==> src/rtl/echo_seq_gen.sv <==
// Trigger-started RF gate sequencer for spin-echo / CPMG trains: pi/2 - tau - N x (pi - 2tau) - tau - pi/2.
// Optional 2-flop trigger synchronizer enabled by defining ECHO_SEQ_TRIG_SYNC_EN.
module echo_seq_gen #(
    parameter int CNT_W = 16,
    parameter int NPI_W = 8
) (
    input  logic             clk,
    input  logic             rst,
    input  logic             trig,
    input  logic             abort,
    input  logic [CNT_W-1:0] half_pi_len,
    input  logic [CNT_W-1:0] tau_len,
    input  logic [NPI_W-1:0] n_pi,
    output logic             rf,
    output logic             busy,
    output logic             done,
    output logic             trig_missed
);

    typedef enum logic [2:0] {
        IDLE,
        P90A,
        GAP_T,
        PI,
        GAP_2T,
        GAP_TL,
        P90B,
        DONE
    } state_t;

    localparam logic [CNT_W-1:0] ONE_C = {{(CNT_W-1){1'b0}}, 1'b1};
    localparam logic [CNT_W:0]   ONE_X = {{CNT_W{1'b0}}, 1'b1};
    localparam logic [NPI_W-1:0] ONE_N = {{(NPI_W-1){1'b0}}, 1'b1};

    state_t           state_reg, state_next;
    logic [CNT_W:0]   cnt_reg, cnt_next;
    logic [NPI_W-1:0] pi_rem_reg, pi_rem_next;
    logic [CNT_W-1:0] h_reg, tau_reg;
    logic             trig_d_reg;
    logic             rf_reg, busy_reg, done_reg, trig_missed_reg;
    logic             rf_next, busy_next, done_next, trig_missed_next;
    logic             load_shadow;
    logic             trig_in;
    logic             trig_edge;
    logic             last;
    logic [CNT_W-1:0] h_start;
    logic [CNT_W:0]   h_len, pi_len, tau_x, tau2_len;

`ifdef ECHO_SEQ_TRIG_SYNC_EN
    logic trig_meta_reg, trig_sync_reg;

    always_ff @(posedge clk) begin
        if (rst) begin
            trig_meta_reg <= 1'b0;
            trig_sync_reg <= 1'b0;
        end else begin
            trig_meta_reg <= trig;
            trig_sync_reg <= trig_meta_reg;
        end
    end

    assign trig_in = trig_sync_reg;
`else
    assign trig_in = trig;
`endif

    assign trig_edge = trig_in & ~trig_d_reg;
    assign last      = (cnt_reg == '0);

    // Shadow lengths are stored already clamped to >= 1; doubled forms need the extra bit.
    assign h_start  = (half_pi_len == '0) ? ONE_C : half_pi_len;
    assign h_len    = {1'b0, h_reg};
    assign pi_len   = {h_reg, 1'b0};
    assign tau_x    = {1'b0, tau_reg};
    assign tau2_len = {tau_reg, 1'b0};

    always_comb begin
        state_next  = state_reg;
        cnt_next    = cnt_reg;
        pi_rem_next = pi_rem_reg;
        load_shadow = 1'b0;

        case (state_reg)
            IDLE: begin
                if (trig_edge && !abort) begin
                    state_next  = P90A;
                    cnt_next    = {1'b0, h_start} - ONE_X;
                    pi_rem_next = n_pi;
                    load_shadow = 1'b1;
                end
            end
            P90A: begin
                if (last) begin
                    state_next = GAP_T;
                    cnt_next   = tau_x - ONE_X;
                end else begin
                    cnt_next = cnt_reg - ONE_X;
                end
            end
            GAP_T: begin
                if (last) begin
                    if (pi_rem_reg != '0) begin
                        state_next = PI;
                        cnt_next   = pi_len - ONE_X;
                    end else begin
                        state_next = P90B;
                        cnt_next   = h_len - ONE_X;
                    end
                end else begin
                    cnt_next = cnt_reg - ONE_X;
                end
            end
            PI: begin
                if (last) begin
                    pi_rem_next = pi_rem_reg - ONE_N;
                    if (pi_rem_reg > ONE_N) begin
                        state_next = GAP_2T;
                        cnt_next   = tau2_len - ONE_X;
                    end else begin
                        state_next = GAP_TL;
                        cnt_next   = tau_x - ONE_X;
                    end
                end else begin
                    cnt_next = cnt_reg - ONE_X;
                end
            end
            GAP_2T: begin
                if (last) begin
                    state_next = PI;
                    cnt_next   = pi_len - ONE_X;
                end else begin
                    cnt_next = cnt_reg - ONE_X;
                end
            end
            GAP_TL: begin
                if (last) begin
                    state_next = P90B;
                    cnt_next   = h_len - ONE_X;
                end else begin
                    cnt_next = cnt_reg - ONE_X;
                end
            end
            P90B: begin
                if (last) begin
                    state_next = DONE;
                    cnt_next   = '0;
                end else begin
                    cnt_next = cnt_reg - ONE_X;
                end
            end
            DONE: begin
                state_next = IDLE;
                cnt_next   = '0;
            end
            default: begin
                state_next = IDLE;
                cnt_next   = '0;
            end
        endcase

        if (abort && (state_reg != IDLE)) begin
            state_next  = IDLE;
            cnt_next    = '0;
            pi_rem_next = '0;
        end
    end

    // Outputs are decoded from the next state so they appear registered in the state's own cycle.
    always_comb begin
        rf_next   = (state_next == P90A) || (state_next == PI) || (state_next == P90B);
        busy_next = (state_next != IDLE) && (state_next != DONE);
        done_next = (state_next == DONE);

        trig_missed_next = trig_missed_reg;
        if (load_shadow) begin
            trig_missed_next = 1'b0;
        end
        if (trig_edge && (state_reg != IDLE)) begin
            trig_missed_next = 1'b1;
        end
    end

    always_ff @(posedge clk) begin
        if (rst) begin
            state_reg       <= IDLE;
            cnt_reg         <= '0;
            pi_rem_reg      <= '0;
            h_reg           <= '0;
            tau_reg         <= '0;
            trig_d_reg      <= 1'b0;
            rf_reg          <= 1'b0;
            busy_reg        <= 1'b0;
            done_reg        <= 1'b0;
            trig_missed_reg <= 1'b0;
        end else begin
            state_reg       <= state_next;
            cnt_reg         <= cnt_next;
            pi_rem_reg      <= pi_rem_next;
            trig_d_reg      <= trig_in;
            rf_reg          <= rf_next;
            busy_reg        <= busy_next;
            done_reg        <= done_next;
            trig_missed_reg <= trig_missed_next;
            if (load_shadow) begin
                h_reg   <= h_start;
                tau_reg <= (tau_len == '0) ? ONE_C : tau_len;
            end
        end
    end

    assign rf          = rf_reg;
    assign busy        = busy_reg;
    assign done        = done_reg;
    assign trig_missed = trig_missed_reg;

endmodule

==> config.mk <==
export PLATFORM = sky130hd
export DESIGN_NAME = echo_seq_gen
export DESIGN_NICKNAME = d
export VERILOG_FILES = /design/src/rtl/echo_seq_gen.sv
export SDC_FILE = /design/constraint.sdc
export NUM_CORES = 1
export LEC_CHECK = 0
export CORE_MARGIN = 2
export CORE_UTILIZATION = 53
export DETAILED_ROUTE_END_ITERATION = 10
export GPL_ROUTABILITY_DRIVEN = 0
export GPL_TIMING_DRIVEN = 1
export PLACE_DENSITY = 0.75
export SLEW_MARGIN = 20
export SYNTH_ARGS = -nofsm -noshare
export SYNTH_HDL_FRONTEND = slang
export SYNTH_SLANG_ARGS = --single-unit
export TNS_END_PERCENT = 20
==> constraint.sdc <==
create_clock -name clk -period 2.7 [get_ports clk]
set_input_delay 0.54 -clock clk [delete_from_list [all_inputs] [get_ports clk]]
set_output_delay 0.54 -clock clk [all_outputs]
set_load 0.05 [all_outputs]
# Word level (Yosys, flattened, before mapping)
# Cells that the tools add are included.
totals:
  register_bits: 65
  out_inout_bits: 4
op_classes:
  n_addsub: 7
  n_lt_le_gt_ge: 1
  n_eq_ne: 14
  n_mux: 30
  n_bitwise: 2
  n_reduce_logical: 18
op_table:
  columns: ["op", "n"]
  rows:
  - ["two-way mux 17 bit", 9]
  - ["one-hot mux 17 bit (8 select lines)", 1]
  - ["subtractor 16 x 1 -> 17 bit, second input constant", 3]
  - ["subtractor 17 x 1 -> 17 bit, second input constant", 3]
  - ["zero test 16 bit", 2]
  - ["two-way mux 16 bit", 2]
  - ["two-way mux 3 bit", 9]
  - ["one-hot mux 3 bit (8 select lines)", 1]
  - ["equality test 3 bit, second input constant", 6]
  - ["zero test 17 bit", 1]
  - ["two-way mux 8 bit", 2]
  - ["one-hot mux 8 bit (2 select lines)", 1]
  - ["equality test 3 x 2 -> 1 bit, second input constant", 3]
  - ["> comparator 8 x 1 -> 1 bit, second input constant", 1]
  - ["nonzero test 8 bit", 1]
  - ["subtractor 8 x 1 -> 8 bit, second input constant", 1]
  - ["equality test 3 x 1 -> 1 bit, second input constant", 2]
  - ["nonzero test 3 bit", 2]
  - ["two-way mux 1 bit", 5]
  - ["logical AND 1 bit", 4]
  - ["inequality test 2 bit, second input constant", 2]
  - ["nonzero test 2 bit", 2]
  - ["zero test 3 bit", 1]
  - ["inequality test 3 bit, second input constant", 1]
  - ["other kinds (6)", 7]

# Logic depth before layout (Yosys ltp)
depth:
  word_depth: 9
  depth_mapped: 11

# Worst setup path before layout
# OpenSTA, ideal clock, no wires.
synth_path:
  kind: "input -> register"
  startpoint: "input port half_pi_len[6]"
  endpoint: "register cnt_reg[4]"
  setup_ns: 0.134
  arrival_ns: 2.668
  required_ns: 2.566
  slack_ns: -0.102
  stages: 11
  path_cell_list: "nor4_2 nand4_1 nor4_1 nor2_1 ha_1 nor3b_1 xor2_1 o311ai_0 a21oi_1 nor4_1 nor4_1"
synth_between:
  elab_chain_cells: 5
synth_lines:
  columns: ["item", "line", "source"]
  rows:
  - ["start: declaration", "11", "input logic [CNT_W-1:0] half_pi_len,"]
  - ["zero test 16 bit", "71", "assign h_start = (half_pi_len == '0) ? ONE_C : half_pi_len;"]
  - ["two-way mux 16 bit", "71", null]
  - ["subtractor 16 x 1 -> 17 bit", "87", "cnt_next = {1'b0, h_start} - ONE_X;"]
  - ["two-way mux 17 bit", "85", "if (trig_edge && !abort) begin"]
  - ["one-hot mux 17 bit (8 select lines)", "83", "case (state_reg)"]
  - ["end signal: assignment", "197", "cnt_reg <= cnt_next;"]
  - ["end: declaration", "36", "logic [CNT_W:0] cnt_reg, cnt_next;"]
# No other way between the ends. The select of a mux whose other input is x is not followed.
# A chain may end at the register's enable or synchronous reset.

# Worst setup path after layout
layout_path:
  startpoint: "input port half_pi_len[15]"
  endpoint: "register cnt_reg[0]"
# Same word-level chain as after synthesis.

==> insert_results.sql <==
INSERT INTO impl_metrics (metric_group, metric, value, unit) VALUES
('yosys', 'synth_largest_type_area_fraction', '26.8', '%'),
('yosys', 'asyncSetResetFlopFracSynth', '0', '%'),
('placement', 'postPlaceCellArea', '0.00584', 'mm2'),
('floorplan', 'start_util', '55.1', '%'),
('yosys', 'syn_area', '0.00485', 'mm2'),
('clocking', 'tritoncts', 'built', ''),
('floorplan', 'floorplan.core_area', '0.00881', 'mm2'),
('timing', 'grt_setup_unrepaired', 'true', ''),
('yosys', 'yosys.cell_count.top_type', 'nand2_1', ''),
('yosys', 'yosysWarningCount', '0', ''),
('outcome', 'violations', 'setup timing', ''),
('detailed_routing', 'drt.antenna.violating_nets', '0', ''),
('floorplan', 'fp.dieArea', '0.00994', 'mm2'),
('yosys', 'largest_cells_by_area_after_synthesis', 'dfxtp_1 27%, nand2_1 7.7%, a21oi_1 7.5%', ''),
('cells_and_area', 'finish.net_count', '836', ''),
('yosys', 'synth_commonest_cells', '99 x nand2_1, 73 x a21oi_1, 68 x nor2_1', ''),
('placement', 'port_buffers', '47', ''),
('global_route', 'grt_pass1_vias', '5434', ''),
('cells_and_area', 'final.fill_count', '761', ''),
('global_route', 'global_route.usage.total', '32.8', '%'),
('yosys', 'synth-seq-area-share', '26.8', '%'),
('timing', 'fmax', '0.369', 'GHz'),
('timing', 'timing.final.crit_period', '2710', 'ps'),
('cells_and_area', 'design_area', '0.00618', 'mm2'),
('yosys', 'postSynthAreaPerCell', '7.03', 'um2'),
('critical_path', 'endpoint_kind', 'flip-flop', ''),
('detailed_routing', 'num_vias', '5862', ''),
('clocking', 'clk_latency', '360', 'ps'),
('clocking', 'max-clock-path-buffers', '2', ''),
('timing', 'timing.final.setup_violations', '1', ''),
('clocking', 'cts_made_buffers', '9', ''),
('cells_and_area', 'layout_cell_share_with_drive_strength_beyond_1', '16.7', '%'),
('clocking', 'clk_tree_root_cell', 'clkbuf_8', ''),
('global_route', 'grt_remaining_overflow', '0', ''),
('cells_and_area', 'final_core_util', '70.2', '%'),
('power', 'powerDensity', '480', 'mW/mm2'),
('critical_path', 'critical_path_peak_fanout', '2', ''),
('timing', 'max_slew_margin', '52.5', '%'),
('critical_path', 'startpoint_type_of_the_worst_setup_path', 'input pin', ''),
('detailed_routing', 'viasPerCell', '6.54', ''),
('yosys', 'mappedNetlistNets', '742', ''),
('cells_and_area', 'largest_register_ff_count', '17', ''),
('timing', 'worst_pin_slew', '712', 'ps'),
('placement', 'dp_hpwl', '12300', 'um'),
('detailed_routing', 'first_drt_iteration_drcs', '747', ''),
('yosys', 'cells_after_synthesis', '690', ''),
('yosys', 'synth_enable_flop_cells', '0', ''),
('timing', 'timing_hold_violations_final', '0', ''),
('global_route', 'grt_max_degree', '32', ''),
('timing', 'fin_ws', '-11.0', 'ps'),
('clocking', 'clk_pin_slew', '80', 'ps'),
('critical_path', 'cp_data_arrival_time', '2960', 'ps'),
('timing', 'fin_worst_skew', '14.7', 'ps'),
('floorplan', 'num_io_pins', '48', ''),
('detailed_routing', 'drc', '0', ''),
('yosys', 'synth_area_leader_cell', 'dfxtp_1', ''),
('yosys', 'dominant_synthesized_flop_cell', 'dfxtp_1', ''),
('yosys', 'yosysUniqueCellTypes', '64', ''),
('clocking', 'clock_tree.htree_level_count', '3', ''),
('critical_path', 'timing.setup.critical_path_class', 'in -> reg', ''),
('global_route', 'grt_first_pass_wirelength', '26100', 'um'),
('yosys', 'yosys_register_bits', '65', ''),
('critical_path', 'worstPathRequired', '2950', 'ps'),
('detailed_routing', 'wl', '16300', 'um'),
('floorplan', 'rows', '34', ''),
('global_route', 'initial_antenna_violation_count', '0', ''),
('floorplan', 'die_x', '99.7', 'um'),
('detailed_routing', 'average_routed_wire_per_standard_cell', '18.2', 'um'),
('outcome', 'run_status', 'finished, violations left', ''),
('flow_run', 'cap_viol_max_count', '0', ''),
('power', 'static-leakage-power', '0.00231', 'uW'),
('hold_path', 'min-delay-path-class', 'reg -> reg', ''),
('cells_and_area', 'antenna_cells_inserted', '0', ''),
('placement', 'pre_cts_ws', '-694', 'ps'),
('power', 'ir_drop', '0.000396', 'V'),
('cells_and_area', 'layout-area-overhead-vs-synth', '27.4', '%'),
('timing', 'final_min_period_over_clock_period', '100', '%'),
('timing', 'drv_slew', '0', ''),
('clocking', 'post_cts_hold_buffer_count', '0', ''),
('detailed_routing', 'drtPass1Iterations', '7', ''),
('clocking', 'tritoncts_num_sinks', '65', ''),
('floorplan', 'fp.dieH', '99.7', 'um');
[what timing repair did]
action	in CTS	in global routing
endpoints found under the setup margin	8	9
pin swaps	9	6
resized for setup	18	11
buffers inserted	10	1
[report_power, final]
part	switching [uW]	total, uW	leakage, uW	internal (uW)
clock	419	750	0.0000850	330
sequential	78.8	1090	0.000531	1020
combinational	653	1130	0.00169	472
total	1150	2970	0.00231	1820
[area by class of cell]
type | instances | area, um2 | share of cell area, %
repair buffers | 127 | 1090 | 17.6
inverters | 14 | 52.6 | 0.850
clock buffers | 9 | 124 | 2.00
well taps | 108 | 135 | 2.19
flip-flops and latches | 65 | 1300 | 21.0
multi-input cells | 567 | 3440 | 55.6
clock inverters | 7 | 47.5 | 0.769
[path summary, 6_finish.rpt]
path | start | to | slack, ps | cells after the start
max reg2reg | pi_rem_reg[7] | cnt_reg[10] | 100 | 7
min reg2reg | tau_reg[13] | tau_reg[13] | 500 | 2
max | half_pi_len[15] | cnt_reg[0] | -10 | 16
min | tau_reg[13] | tau_reg[13] | 500 | 2
[metal layers]
metal	part of all wire (%)	wire length [um]	global-route usage [%]
met2	45	7360	53.3
met1	40	6550	41.9
met5	0	0	0
met3	10	1660	6.61
met4	4.6	745	15.4
[cell families (layout without fill, tap and decap cells)]
logic type	Yosys count	after routing	synth area share [%]
xor gates and xnor gates	37	37	6.68
muxes	2	2	0.412
and+or+nand+nor	310	310	32.0
DFF	65	65	26.8
adders and majority gates	8	8	2.06
AOI/OAI and AO/OA	210	210	27.5
buffers and inverters	58	157	4.56
[worst max-delay path, stage by stage]
cell and delay [ps]:
dlygate4sd2_1 250, nor4_2 330, nand4_1 210, nor4_2 210, nor2_1 110, buf_4 140, buf_4 120, buf_4 120
buf_4 120, buf_4 120, buf_4 120, buf_4 120, buf_4 120, buf_4 140, a21oi_2 110, o2bb2ai_1 60
[cells in the final DEF, fill, tap and decap left out, types with 4 or more instances in the layout]
master,synthesis,routed
nor4_2,2,6
nor2_1,68,65
o221ai_1,7,7
a31oi_1,9,9
xor2_1,23,23
nor3_1,26,25
dfxtp_1,65,65
inv_1,13,13
clkdlybuf4s50_1,0,39
clkbuf_8,0,9
xnor2_1,14,13
a21oi_1,73,72
o22ai_1,18,18
nand2b_1,4,4
nand3_1,19,18
or4_1,5,5
a211oi_1,14,13
nand2_1,99,99
or3_1,5,5
o211ai_1,7,7
nand4_1,10,10
nor4_1,30,25
or4_4,4,4
o31ai_1,7,6
ha_1,8,7
nor3b_1,9,8
or2_2,5,5
o21ai_0,36,36
buf_4,0,78
dlygate4sd2_1,0,7
[stage by stage]
| step | power (uW) | hold slack [ps] | setup TNS, ps | instances |
|---|---|---|---|---|
| detailed placement | 2180 | 484 | -4170 | 870 |
| CTS | 2930 | 496 | 0 | 896 |
| finish | 2970 | 500 | -11.0 | 897 |
| global route | 3120 | 512 | -388 | 897 |
| global placement | 2150 | 468 | -2780 | 870 |
| floorplan | 1770 | 457 | 0 | 690 |
No activity file was read; power rests on OpenSTA's default activity.
